### src/rtl/mips_pkg.sv
// Shared definitions for the instruction-memory loader: FSM encoding,
// program-stream format constants and the checksum step.
package mips_pkg;

    typedef enum logic [2:0] {
        ST_IDLE   = 3'd0,
        ST_LEN_HI = 3'd1,
        ST_LEN_LO = 3'd2,
        ST_DATA   = 3'd3,
        ST_CHECK  = 3'd4,
        ST_DONE   = 3'd5,
        ST_ERR    = 3'd6
    } loader_state_e;

    localparam int LEN_FIELD_W    = 16;
    localparam int BYTES_PER_WORD = 4;
    localparam int BYTE_CNT_W     = 2;

    function automatic logic [7:0] csum_next(input logic [7:0] csum, input logic [7:0] data_byte);
        return csum ^ data_byte;
    endfunction

    // States in which the loader pulls bytes from the stream.
    function automatic logic is_loading(input loader_state_e st);
        return (st == ST_LEN_HI) || (st == ST_LEN_LO) || (st == ST_DATA) || (st == ST_CHECK);
    endfunction

endpackage

### src/rtl/word_assembler.sv
// Collects big-endian stream bytes into a 32-bit word; flags the byte that
// completes a word.
module word_assembler
    import mips_pkg::*;
(
    input  logic        i_clk,
    input  logic        i_rst_n,
    input  logic        i_clr,
    input  logic        i_valid,
    input  logic [7:0]  i_byte,
    output logic [31:0] o_word,
    output logic        o_word_done
);

    logic [BYTE_CNT_W-1:0] r_byte_cnt;
    logic [31:0]           r_shift;

    assign o_word      = r_shift;
    assign o_word_done = i_valid && (r_byte_cnt == BYTE_CNT_W'(BYTES_PER_WORD - 1));

    // Shift register and byte position; counter wraps naturally after byte 3.
    always_ff @(posedge i_clk or negedge i_rst_n) begin
        if (!i_rst_n) begin
            r_byte_cnt <= BYTE_CNT_W'(0);
            r_shift    <= 32'd0;
        end else if (i_clr) begin
            r_byte_cnt <= BYTE_CNT_W'(0);
        end else if (i_valid) begin
            r_shift    <= {r_shift[23:0], i_byte};
            r_byte_cnt <= r_byte_cnt + BYTE_CNT_W'(1);
        end
    end

endmodule

### src/rtl/imem_loader.sv
// Boot loader: receives a length-prefixed, XOR-checksummed program stream,
// writes it into instruction memory and releases the CPU only on success.
module imem_loader
    import mips_pkg::*;
#(
    parameter int ADDR_W = 8
) (
    input  logic              clk,
    input  logic              rst,
    input  logic              start,
    input  logic              byte_valid,
    input  logic [7:0]        byte_data,
    output logic              byte_ready,
    output logic              mem_we,
    output logic [ADDR_W-1:0] mem_addr,
    output logic [31:0]       mem_wdata,
    output logic              cpu_rst,
    output logic              done,
    output logic              error
);

    localparam int unsigned MAX_WORDS = 32'd1 << ADDR_W;

    loader_state_e          r_state;
    loader_state_e          w_next_state;
    logic                   r_byte_ready;
    logic                   r_mem_we;
    logic                   r_cpu_rst;
    logic                   r_done;
    logic                   r_error;
    logic [ADDR_W-1:0]      r_mem_addr;
    logic [7:0]             r_len_hi;
    logic [7:0]             r_checksum;
    logic [LEN_FIELD_W-1:0] r_words_left;
    logic                   w_accept;
    logic                   w_start;
    logic                   w_data_valid;
    logic                   w_word_done;
    logic                   w_last_write;
    logic [LEN_FIELD_W-1:0] w_len;
    logic [31:0]            w_word;

    assign w_accept     = byte_valid && r_byte_ready;
    assign w_start      = start && ((r_state == ST_IDLE) || (r_state == ST_DONE) || (r_state == ST_ERR));
    assign w_len        = {r_len_hi, byte_data};
    assign w_data_valid = w_accept && (r_state == ST_DATA);
    assign w_last_write = r_mem_we && (r_words_left == LEN_FIELD_W'(1));

    assign byte_ready = r_byte_ready;
    assign mem_we     = r_mem_we;
    assign mem_addr   = r_mem_addr;
    assign mem_wdata  = w_word;
    assign cpu_rst    = r_cpu_rst;
    assign done       = r_done;
    assign error      = r_error;

    word_assembler u_word_assembler (
        .i_clk       (clk),
        .i_rst_n     (rst),
        .i_clr       (w_start),
        .i_valid     (w_data_valid),
        .i_byte      (byte_data),
        .o_word      (w_word),
        .o_word_done (w_word_done)
    );

    // Next-state decode.
    always_comb begin
        w_next_state = r_state;
        case (r_state)
            ST_IDLE, ST_DONE, ST_ERR: begin
                if (start) w_next_state = ST_LEN_HI;
                else       w_next_state = r_state;
            end
            ST_LEN_HI: begin
                if (w_accept) w_next_state = ST_LEN_LO;
                else          w_next_state = r_state;
            end
            ST_LEN_LO: begin
                if (!w_accept)                          w_next_state = r_state;
                else if (w_len == LEN_FIELD_W'(0))      w_next_state = ST_CHECK;
                else if (32'(w_len) > MAX_WORDS)        w_next_state = ST_ERR;
                else                                    w_next_state = ST_DATA;
            end
            ST_DATA: begin
                if (w_last_write) w_next_state = ST_CHECK;
                else              w_next_state = r_state;
            end
            ST_CHECK: begin
                if (!w_accept)                     w_next_state = r_state;
                else if (byte_data == r_checksum)  w_next_state = ST_DONE;
                else                               w_next_state = ST_ERR;
            end
            default: w_next_state = ST_IDLE;
        endcase
    end

    // State register and registered control outputs, decoded from the next state.
    always_ff @(posedge clk or negedge rst) begin
        if (!rst) begin
            r_state      <= ST_IDLE;
            r_byte_ready <= 1'b0;
            r_mem_we     <= 1'b0;
            r_cpu_rst    <= 1'b1;
            r_done       <= 1'b0;
            r_error      <= 1'b0;
        end else begin
            r_state      <= w_next_state;
            r_byte_ready <= is_loading(w_next_state) && !w_word_done;
            r_mem_we     <= w_word_done;
            r_cpu_rst    <= (w_next_state != ST_DONE);
            r_done       <= (w_next_state == ST_DONE);
            r_error      <= (w_next_state == ST_ERR);
        end
    end

    // Length capture, word address, remaining-word count and running checksum.
    always_ff @(posedge clk or negedge rst) begin
        if (!rst) begin
            r_mem_addr   <= ADDR_W'(0);
            r_len_hi     <= 8'd0;
            r_checksum   <= 8'd0;
            r_words_left <= LEN_FIELD_W'(0);
        end else if (w_start) begin
            r_mem_addr   <= ADDR_W'(0);
            r_len_hi     <= 8'd0;
            r_checksum   <= 8'd0;
            r_words_left <= LEN_FIELD_W'(0);
        end else begin
            if (w_accept && (r_state == ST_LEN_HI)) r_len_hi <= byte_data;
            if (w_accept && (r_state == ST_LEN_LO)) r_words_left <= w_len;
            if (w_data_valid) r_checksum <= csum_next(r_checksum, byte_data);
            // Address holds on the final write so it never wraps at full depth.
            if (r_mem_we) begin
                r_words_left <= r_words_left - LEN_FIELD_W'(1);
                if (!w_last_write) r_mem_addr <= r_mem_addr + ADDR_W'(1);
            end
        end
    end

endmodule

### config.mk
export PLATFORM = sky130hd
export DESIGN_NAME = imem_loader
export DESIGN_NICKNAME = d
export VERILOG_FILES = /design/src/rtl/mips_pkg.sv /design/src/rtl/word_assembler.sv /design/src/rtl/imem_loader.sv
export SDC_FILE = /design/constraint.sdc
export NUM_CORES = 1
export LEC_CHECK = 0
export BUFFER_PORTS_ARGS = -buffer_cell sky130_fd_sc_hd__buf_2
export CAP_MARGIN = 20
export CORE_UTILIZATION = 50
export CTS_CLUSTER_DIAMETER = 200
export DETAILED_ROUTE_END_ITERATION = 8
export PLACE_DENSITY = 0.82
export RECOVER_POWER = 25
export SLEW_MARGIN = 10
export SYNTH_ARGS = -nofsm -noshare
export SYNTH_HDL_FRONTEND = slang
export SYNTH_SLANG_ARGS = --single-unit
### constraint.sdc
create_clock -name clk -period 2.95 [get_ports clk]
set_input_delay 0.1475 -clock clk [delete_from_list [all_inputs] [get_ports clk]]
set_output_delay 0.1475 -clock clk [all_outputs]
set_load 0.05 [all_outputs]
==> run metrics, run 1 <==
Hold WC Path Type in -> reg; WHS Path Cells 3; Crit Path Max Fanout 5; maximum capacitance violations 1; r2r endpoint r_words_left[8]; Die H approximately 90 um; Slew Limit Headroom -0.06300; vias in the first global route approximately 3.2k; clk sink count 82; I/O pins between 50 and 60; worst path required time approximately 3200 ps; post-synthesis sequential area ratio 0.5277; Reg2Reg Depth 8; core box area ~0.0074 sq mm; die width about 90 um; Ys Warns 0; Synth async-reset ratio 1.000; Clock Latency Late Sink roughly 360 ps; switching share of power 0.4625; Global Route Usage Sum 0.2332; Mapped Area 0.003891 sq mm; Worst setup startpoint r_words_left[0]; dominant cell by count in the synthesized netlist nand2_1; Max H-tree Level 3; P_int 2.506 mW; Final #Nets 508; Initial Util 0.5280; 1st-pass router iterations 5; Remaining Overflow, GRT 0; Post-synth top cells nand2_1 (116), dfrtp_1 (81), nor2_1 (47); Worst Path Class, Setup reg -> reg; Worst Max-Slew Pin Slew between 1500 and 2000 ps; hpwl dp 6105 um; clock buffer depth 2; largest net degree at the start of global routing 83; Layout area overhead 15.63%; Buffers on Ports 56; Metal-1 WL ~4000 um; CTS Buf Count 9; DR iter-0 viols ~290; vias after detailed routing around 3.3k; CP Buf/Inv Count 1; post-CTS sizing 0; clock root cell clkbuf_8; Hold EP u_word_assembler.o_word[3]; top_reg_cell synth dfrtp_1; Via density roughly 5.6; antenna violations before repair 0; WL met3 351 um; Routed Antenna Nets 0; outcome complete, but fails checks; crit path DAT ~2600 ps; # diodes 0; Post-Synthesis Cells roughly 440; # rows 31; cell taking the most area after synthesis dfrtp_1; Peak Freq ~0.42 GHz; hold-fix buffers at CTS 0; CTS tree yes; RSZ-0062 raised after global routing no; slowest stage delay, CP roughly 500 ps; failing checks capacitance limit, slew limit; Final Hold Fails 0; top cell type's share of synthesized area 0.5209; DR top layer met4; Comb power frac 0.432; Leak roughly 2.2 nW; Worst setup EP type flip-flop; GP Congestion 0.9125; P_sw 2.156 mW; final core utilization 0.6105; hold path startpoint byte_data[3]; final worst path period need between 2000 and 2500 ps; setup slack, reg-to-reg between 500 and 600 ps; Area contributors post-synth dfrtp_1 (52%), nand2_1 (11%), nor2_1 (4.5%), o21ai_0 (3.7%), xnor2_1 (2.5%); Worst-path clk slew ~80 ps; fin crit share 0.8093; VDD IR max between 500 and 600 uV; EDFF count, synth 0; first-pass GRT wire length 15150 um; power share of the clock group 0.180; DRC Markers 0; reg2reg start r_words_left[0]; startpoint types flip-flop; share of cells above drive strength 1 0.1754; Routed WL per cell about 15 um; Crit-path slowest cell or3b_2; setup bufs post-CTS 0; Synth Register Bits 82; Final TNS setup 0 ps; critical path's top delay family simple AND/OR/NAND/NOR gates; Final Setup Violations 0; Clock Skew 5.208 ps; Synth cell types between 50 and 60; max-slew violation count 32; Sequential Power Share 0.388; syn avg cell area 8.925 sq um; Die Area a little over 0.008 sq mm; met2 WL ~4300 um; Synthesized Nets 452; worst-path cell chain inv_1, ha_1, or3b_2, nor3_1, nand2_1, a21o_1, a221oi_1, nor2_1; final WL between 8000 and 9000 um; pwr/cell area 1036 mW/mm^2
==> state kept, by name, summed over array words and instances, names as in the netlist <==
signal	count
byte_ready	1
cpu_rst	1
done	1
error	1
mem_addr	8
mem_we	1
r_checksum	8
r_len_hi	8
r_state	3
r_words_left	16
u_word_assembler.o_word	32
u_word_assembler.r_byte_cnt	2
==> logic make-up after synthesis <==
logic type      synth area share
buf+inv                  0.02636
simple gates              0.2582
mux                      0.02315
compound gates            0.1225
xor+xnor                 0.02926
fa+ha+maj                0.01286
flops                     0.5277
==> power groups by stage <==
stage | clock, mW | sequential (mW) | combinational [mW]
6_report | 0.838 | 1.81 | 2.02
5_1_grt | 0.895 | 1.86 | 2.19
4_1_cts | 0.844 | 1.80 | 2.01
3_5_place_dp | 0 | 1.82 | 2.00
3_3_place_gp | 0 | 1.80 | 1.94
2_1_floorplan | 0 | 2.29 | 0.988
==> through the flow <==
step / std cells / hold slack [ps] / instance area (sq um) / worst slack (ps) / total power, mW
global route: 595 / 102.5 / 4499 / 222.0 / 4.951
finish: 595 / 94.26 / 4499 / 562.6 / 4.662
floorplan: 436 / -148.1 / 3891 / 609.1 / 3.278
global placement: 578 / 379.4 / 4283 / 714.7 / 3.737
CTS: 593 / 2.514 / 4486 / 589.5 / 4.657
detailed placement: 578 / 380.8 / 4283 / 619.7 / 3.824
==> cell type report <==
type	count	area [sq um]
clock buffer	11	151.4
multi-input combinational	327	1744
sequential	82	2053
timing repair buffer	65	349.1
inverter	7	26.28
clock inverter	4	51.30
fill	625	2870
tap	99	123.9
==> placed cells by master (no fill, tap or decap), types with 2 or more instances in the layout <==
cell type / Yosys / final
nand2_1: 116 / 116
dfrtp_1: 81 / 81
buf_2: 1 / 55
nor2_1: 47 / 46
o21ai_0: 29 / 29
a21oi_1: 19 / 19
xnor2_1: 11 / 11
clkbuf_8: 0 / 11
nor3_1: 10 / 10
mux2i_1: 9 / 9
nand3_1: 9 / 9
buf_4: 0 / 7
nand2b_1: 6 / 6
or3_1: 6 / 6
inv_1: 6 / 6
a211oi_1: 6 / 6
o211ai_1: 5 / 5
nand3b_1: 4 / 4
nor4_1: 4 / 4
nor2b_1: 4 / 4
a21o_1: 4 / 4
ha_1: 4 / 4
or4_1: 2 / 2
and2_1: 2 / 2
nand4_1: 2 / 2
a221oi_1: 2 / 2
xor2_1: 2 / 2
==> metal layers <==
metal  track usage  up-vias
li1              -     1594
met1        0.3016     1626
met2        0.3868       83
met3       0.05245       15
met4       0.08065        0
met5             0        -
==> worst register-to-register path, stage by stage (launching register included) <==
cell      delay (ps)
dfrtp_1          420
inv_1             90
ha_1             190
or3b_2           490
nor3_1           440
nand2_1          120
a21o_1           190
a221oi_1         240
nor2_1            80
==> worst max path at each step <==
stage	to	depth (start not counted)	slack, ps
after global routing	u_word_assembler.r_byte_cnt[1]	3	220
after floorplan	byte_ready	8	610
after CTS	r_words_left[8]	8	590
after detailed placement	r_words_left[11]	6	620
after global placement	r_words_left[8]	8	710
final	r_words_left[8]	8	560
Power figures use the tool's default switching activity.
==> run 2: changes to the inputs <==
Settings changed: PLACE_DENSITY 0.82 to 0.85.
Clock period 2.95 ns to 2 ns, I/O delays scaled along.
==> run 2 against run 1 <==
The flow finishes with violations (setup timing). Die area is the same. Final cell count grew 5.5%. Sequential power grew 46%. Sequential cell count is the same. Register-to-register slack lost 700 ps. First-iteration DRC count grew 9.1%. Non-clock buffer count grew 32. Clock skew grew 8.5 ps. Critical endpoint is now r_words_left[15]. Largest cell class unchanged.
==> run metrics, run 2 (synthesis results as in run 1) <==
Worst setup EP type flip-flop (unchanged); worst path required time 2230 ps (was 3180 ps); fin crit share 1.071 (was 0.8093); DR iter-0 viols 312 (was 286); critical path's top delay family simple AND/OR/NAND/NOR gates (unchanged); I/O pins 57 (unchanged); setup slack, reg-to-reg -140 ps (was 560 ps); Hold EP u_word_assembler.o_word[3] (unchanged); CTS tree yes (unchanged); Layout area overhead 28.23% (was 15.63%); final worst path period need 2141 ps (was 2387 ps); Clock Latency Late Sink 360 ps (about the same); Worst Path Class, Setup reg -> reg (unchanged); Placed Cells 607 (was 578); max reg flops 32 (unchanged); Remaining Overflow, GRT 0 (unchanged); Setup WS pre-CTS -231.3 ps (was 619.7 ps); Clock Skew 13.71 ps (was 5.208 ps); reg2reg start r_words_left[3] (was r_words_left[0]); Crit Path Max Fanout 3 (was 5); Final Setup Violations 15 (was 0); clock buffer depth 2 (unchanged); DRC Markers 0 (unchanged); commonest non-fill, non-tap cells in the layout nand2_1 (113), dfrtp_1 (80), buf_2 (55) (was nand2_1 (116), dfrtp_1 (81), buf_2 (55)); P_int 4.291 mW (was 2.506 mW); crit path DAT 2370 ps (was 2620 ps); Final Hold Fails 0 (unchanged); clock root cell clkbuf_8 (unchanged); CTS Buf Count 9 (unchanged); CP Buf/Inv Count 0 (was 1); final WL 10060 um (was 8809 um); maximum capacitance violations 0 (was 1); share of cells above drive strength 1 0.2968 (was 0.1754); Initial Util 0.5280 (unchanged); VDD IR max 627.5 uV (was 556.2 uV); outcome complete, but fails checks (unchanged); # diodes 0 (unchanged); Final TNS setup -1118 ps (was 0 ps); Final #Nets 540 (was 508); power share of the clock group 0.189 (was 0.180); Finished Layout Cells 628 (was 595); 1st-pass router iterations 5 (unchanged); Global Route Usage Sum 0.2604 (was 0.2332); max-slew violation count 0 (was 32); Sequential Power Share 0.342 (was 0.388); startpoint types flip-flop (unchanged); WHS Path Cells 3 (unchanged); Die H 90.22 um (unchanged); Die Area 0.008140 sq mm (unchanged); antenna violations before repair 0 (unchanged); Buffers on Ports 56 (unchanged); RSZ-0062 raised after global routing yes (was no); Reg2Reg Depth 6 (was 8); Top cell by count, worst path or3_4; switching share of power 0.4452 (was 0.4625); setup slack after layout -141.1 ps (was 562.6 ps); hold path startpoint byte_data[3] (unchanged); Worst-path clk slew 90 ps (was 80 ps); Via density 5.725 (was 5.576); P_sw 3.444 mW (was 2.156 mW); hpwl dp 6793 um (was 6105 um); Leak 2.454 nW (was 2.235 nW); pwr/cell area 1550 mW/mm^2 (was 1036 mW/mm^2); Routed WL per cell 16.01 um (was 14.81 um); GP Congestion 0.9687 (was 0.9125); Hold WC Path Type in -> reg (unchanged); clk sink count 82 (unchanged); core box area 0.007370 sq mm (unchanged); Routed Antenna Nets 0 (unchanged); vias in the first global route 3483 (was 3227); commonest non-fill, non-tap cell in the layout nand2_1 (unchanged); placed inst area 0.004548 sq mm (was 0.004283 sq mm); failing checks setup timing (was capacitance limit, slew limit); r2r endpoint r_words_left[15] (was r_words_left[8]); Max H-tree Level 3 (unchanged); first-pass GRT wire length 16850 um (was 15150 um); # rows 31 (unchanged); post-route cell area 0.004990 sq mm (was 0.004499 sq mm); Peak Freq 0.4671 GHz (was 0.4189 GHz); largest net degree at the start of global routing 42 (was 83); Worst Max-Slew Pin Slew 1042 ps (was 1594 ps); slowest stage delay, CP 430 ps (was 490 ps); worst-path cell chain or3_4, or3_4, or4_4, a21o_1, a221oi_2, nor2_1 (was inv_1, ha_1, or3b_2, nor3_1, nand2_1, a21o_1, a221oi_1, nor2_1); die width 90.22 um (unchanged); Comb power frac 0.469 (was 0.432); Slew Limit Headroom 0.3057 (was -0.06300); vias after detailed routing 3595 (was 3318); Crit-path slowest cell or4_4 (was or3b_2)
==> run 2: cell types whose count changed in the layout (fill, tap and decap cells not counted), moves of 3 or more <==
cell     previous run  this run
nor3_1             10         4
buf_4               7        35
or3_4               0         4
a21oi_2             0         6
nor3_2              1         6
nand2_1           116       113
o21ai_2             0         3
or3_1               6         2
buf_6               0         3
a21oi_1            19        13
==> run 2: area by class of cell <==
cell class / instances / area (sq um)
Timing Repair Buffer: 97 / 611.8
Tap cell: 99 / 123.9
Inverter: 7 / 28.78
Sequential cell: 82 / 2054
Clock inverter: 6 / 115.1
Multi-Input combinational cell: 327 / 1928
Fill cell: 555 / 2380
Clock buffer: 10 / 127.6
==> run 2: repair_timing <==
item                                   4_1_cts  5_1_grt
setup endpoints to repair                   20       24
endpoints found under the hold margin       38        0
resized for setup                           14       28
hold buffers                                 1        0
pin swaps                                    8       13
buffers inserted                             2        2
==> run 2: worst max-delay path by stage <==
stage,from,end,slack (ps),cells past startpoint
4_1_cts,r_words_left[3],r_words_left[11],-120,6
3_3_place_gp,r_words_left[3],r_words_left[15],-130,6
5_1_grt,r_words_left[3],r_words_left[11],-210,6
2_1_floorplan,r_words_left[3],r_words_left[15],-80,6
3_5_place_dp,r_words_left[3],r_words_left[11],-230,6
6_report,r_words_left[3],r_words_left[15],-140,6
==> run 2: power by group through the flow <==
stage / Sequential [mW] / Combinational [mW] / Clock [mW]
after floorplan: 3.39 / 1.49 / 0
after global placement: 2.61 / 3.24 / 0
after detailed placement: 2.64 / 3.33 / 0
after CTS: 2.62 / 3.45 / 1.46
after global routing: 2.72 / 3.92 / 1.53
final: 2.65 / 3.63 / 1.46
==> run 2: through the flow <==
stage | util | hold WS, ps | power [mW]
after floorplan | - | -195.6 | 4.879
after global placement | 0.6171 | 114.5 | 5.851
after detailed placement | 0.6171 | 121.7 | 5.975
after CTS | 0.6613 | 43.97 | 7.534
after global routing | 0.6771 | 73.25 | 8.165
final | 0.6771 | 44.30 | 7.735
==> run 2: worst register-to-register path, stage by stage (launching register included) <==
cell	delay, ps
dfrtp_1	380
or3_4	390
or3_4	360
or4_4	430
a21o_1	180
a221oi_2	210
nor2_1	70
==> run 2: routing by layer <==
metal  track usage  wire length (um)
met1        0.3356              4098
met2        0.4326              5167
met3       0.04484               535
met4        0.1142               255
met5             0                 0
==> run 3: changes to the inputs <==
Settings changed: HOLD_SLACK_MARGIN set to 0.12.
==> run 3 against run 2 <==
The run still ends with setup timing left. Core utilization grew 0.41 points. Count of clock-buffer cells in the layout is the same. Critical path depth is the same. Non-clock buffer count grew 3. Final cell count grew 0.48%. Sequential share of layout area shrank 0.25 points. Register-to-register slack is essentially flat. Hold slack gained 100 ps. Sequential power is essentially flat. Design area grew 0.60%. Critical path type unchanged. Critical endpoint is now r_words_left[11].
==> run metrics, run 3 (synthesis results as in run 1) <==
Crit Path Max Fanout 5 (was 3); # diodes 0 (unchanged); startpoint types flip-flop (unchanged); maximum capacitance violations 0 (unchanged); Worst setup EP type flip-flop (unchanged); Die H 90.22 um (unchanged); Clock Latency Late Sink 360 ps (about the same); Final Hold Fails 0 (unchanged); Layout area overhead 29.00% (was 28.23%); # rows 31 (unchanged); failing checks setup timing (unchanged); GP Congestion 0.9687 (unchanged); clock root cell clkbuf_8 (unchanged); clock buffer depth 2 (unchanged); CTS tree yes (unchanged); fin crit share 1.066 (was 1.071); slowest stage delay, CP 450 ps (was 430 ps); Clock Skew 17.23 ps (was 13.71 ps); worst path required time 2260 ps (was 2230 ps); Setup WS pre-CTS -231.3 ps (unchanged); post-route cell area 0.005020 sq mm (was 0.004990 sq mm); Worst-path clk slew 90 ps (about the same); Global Route Usage Sum 0.2645 (was 0.2604); clk sink count 82 (unchanged); pwr/cell area 1547 mW/mm^2 (was 1550 mW/mm^2); Via density 5.807 (was 5.725); Die Area 0.008140 sq mm (unchanged); Leak 2.466 nW (was 2.454 nW); vias after detailed routing 3664 (was 3595); VDD IR max 629.0 uV (was 627.5 uV); CTS Buf Count 9 (unchanged); largest net degree at the start of global routing 42 (unchanged); DR iter-0 viols 306 (was 312); final core utilization 0.6812 (was 0.6771); vias in the first global route 3505 (was 3483); outcome complete, but fails checks (unchanged); Pwr Total 7.764 mW (was 7.735 mW); 1st-pass router iterations 5 (unchanged); hpwl dp 6793 um (unchanged); placed inst area 0.004548 sq mm (unchanged); max reg flops 32 (unchanged); Hold WC Path Type in -> reg (unchanged); Final Setup Violations 15 (unchanged); Initial Util 0.5280 (unchanged); antenna violations before repair 0 (unchanged); share of cells above drive strength 1 0.2951 (was 0.2968); commonest non-fill, non-tap cell in the layout nand2_1 (unchanged); Peak Freq 0.4690 GHz (was 0.4671 GHz); Top cell by count, worst path or3_4 (unchanged); final worst path period need 2132 ps (was 2141 ps); first-pass GRT wire length 17030 um (was 16850 um); I/O pins 57 (unchanged); Worst Hold Slack 148.3 ps (was 44.30 ps); core box area 0.007370 sq mm (unchanged); Routed Antenna Nets 0 (unchanged); Max H-tree Level 3 (unchanged); crit path DAT 2390 ps (was 2370 ps); Worst Max-Slew Pin Slew 1043 ps (was 1042 ps); die width 90.22 um (unchanged); Final #Nets 543 (was 540); Slew Limit Headroom 0.3048 (was 0.3057); Buffers on Ports 56 (unchanged); final WL 10260 um (was 10060 um); RSZ-0062 raised after global routing yes (unchanged); Routed WL per cell 16.26 um (was 16.01 um); Worst Path Class, Setup reg -> reg (unchanged); max-slew violation count 0 (unchanged); DRC Markers 0 (unchanged); setup slack after layout -132.0 ps (was -141.1 ps); Remaining Overflow, GRT 0 (unchanged); worst-path cell chain or3_4, or3_4, or3b_4, nor3_4, a211oi_1, a311oi_1 (was or3_4, or3_4, or4_4, a21o_1, a221oi_2, nor2_1); filler instances 556 (was 555); commonest non-fill, non-tap cells in the layout nand2_1 (113), dfrtp_1 (80), buf_2 (55) (unchanged); Crit-path slowest cell or3b_4 (was or4_4)
-- run 3: changes by cell type in the layout (fill, tap and decap cells not counted), sizes merged --
cell,before,now
dlygate4sd3,1,4
-- run 3: layout make-up --
| cell class | count | area [sq um] | share of cell area |
|---|---|---|---|
| clock buffer | 10 | 127.6 | 0.02542 |
| clock inverter | 6 | 115.1 | 0.02293 |
| inverter | 7 | 28.78 | 0.005733 |
| multi-input combinational | 327 | 1928 | 0.3841 |
| sequential | 82 | 2054 | 0.4093 |
| tap | 99 | 123.9 | 0.02468 |
| timing repair buffer | 100 | 641.9 | 0.1279 |
-- run 3: stage by stage --
step                setup TNS, ps  cells
floorplan                  -269.8    436
global placement           -777.3    607
detailed placement          -1344    607
CTS                        -761.3    629
global route                -2515    631
finish                      -1076    631
-- run 3: layer usage --
layer,routed length [um],GRT usage,vias to the layer above
met2,5153,0.4345,142
met4,299,0.1142,0
met5,0,0,-
met3,555,0.04484,29
met1,4249,0.3465,1815
li1,-,-,1678
-- run 3: worst paths after layout --
| check | start | end | slack (ps) | cells after the start |
|---|---|---|---|---|
| min in group asynchronous | rst | r_words_left[7] | 460 | 2 |
| min reg2reg | u_word_assembler.o_word[30] | u_word_assembler.o_word[30] | 480 | 2 |
| min | byte_data[7] | u_word_assembler.o_word[7] | 150 | 4 |
| max reg2reg | r_words_left[3] | r_words_left[11] | -130 | 6 |
| max in group asynchronous | rst | cpu_rst | 590 | 3 |
| max | r_words_left[3] | r_words_left[11] | -130 | 6 |
-- run 3: critical path, delay by kind of cell (launching register included) --
| kind | cells | cell delay (ps) |
|---|---|---|
| simple gates | 4 | 1340 |
| flops | 1 | 380 |
| compound gates | 2 | 310 |
-- run 3: power by group --
| part | internal (mW) | switching, mW | total (mW) | leakage (nW) |
|---|---|---|---|---|
| logic | 1.28 | 2.36 | 3.64 | 1.26 |
| registers | 2.18 | 0.476 | 2.65 | 1.09 |
| clock network | 0.834 | 0.632 | 1.47 | 0.117 |
-- run 3: what timing repair did --
action,CTS,global route
endpoints found under the hold margin,46,0
pin swaps,8,13
cloned,0,0
setup endpoints to repair,20,24
gates resized for setup,14,28
buffers inserted,2,2
hold buffers,4,0
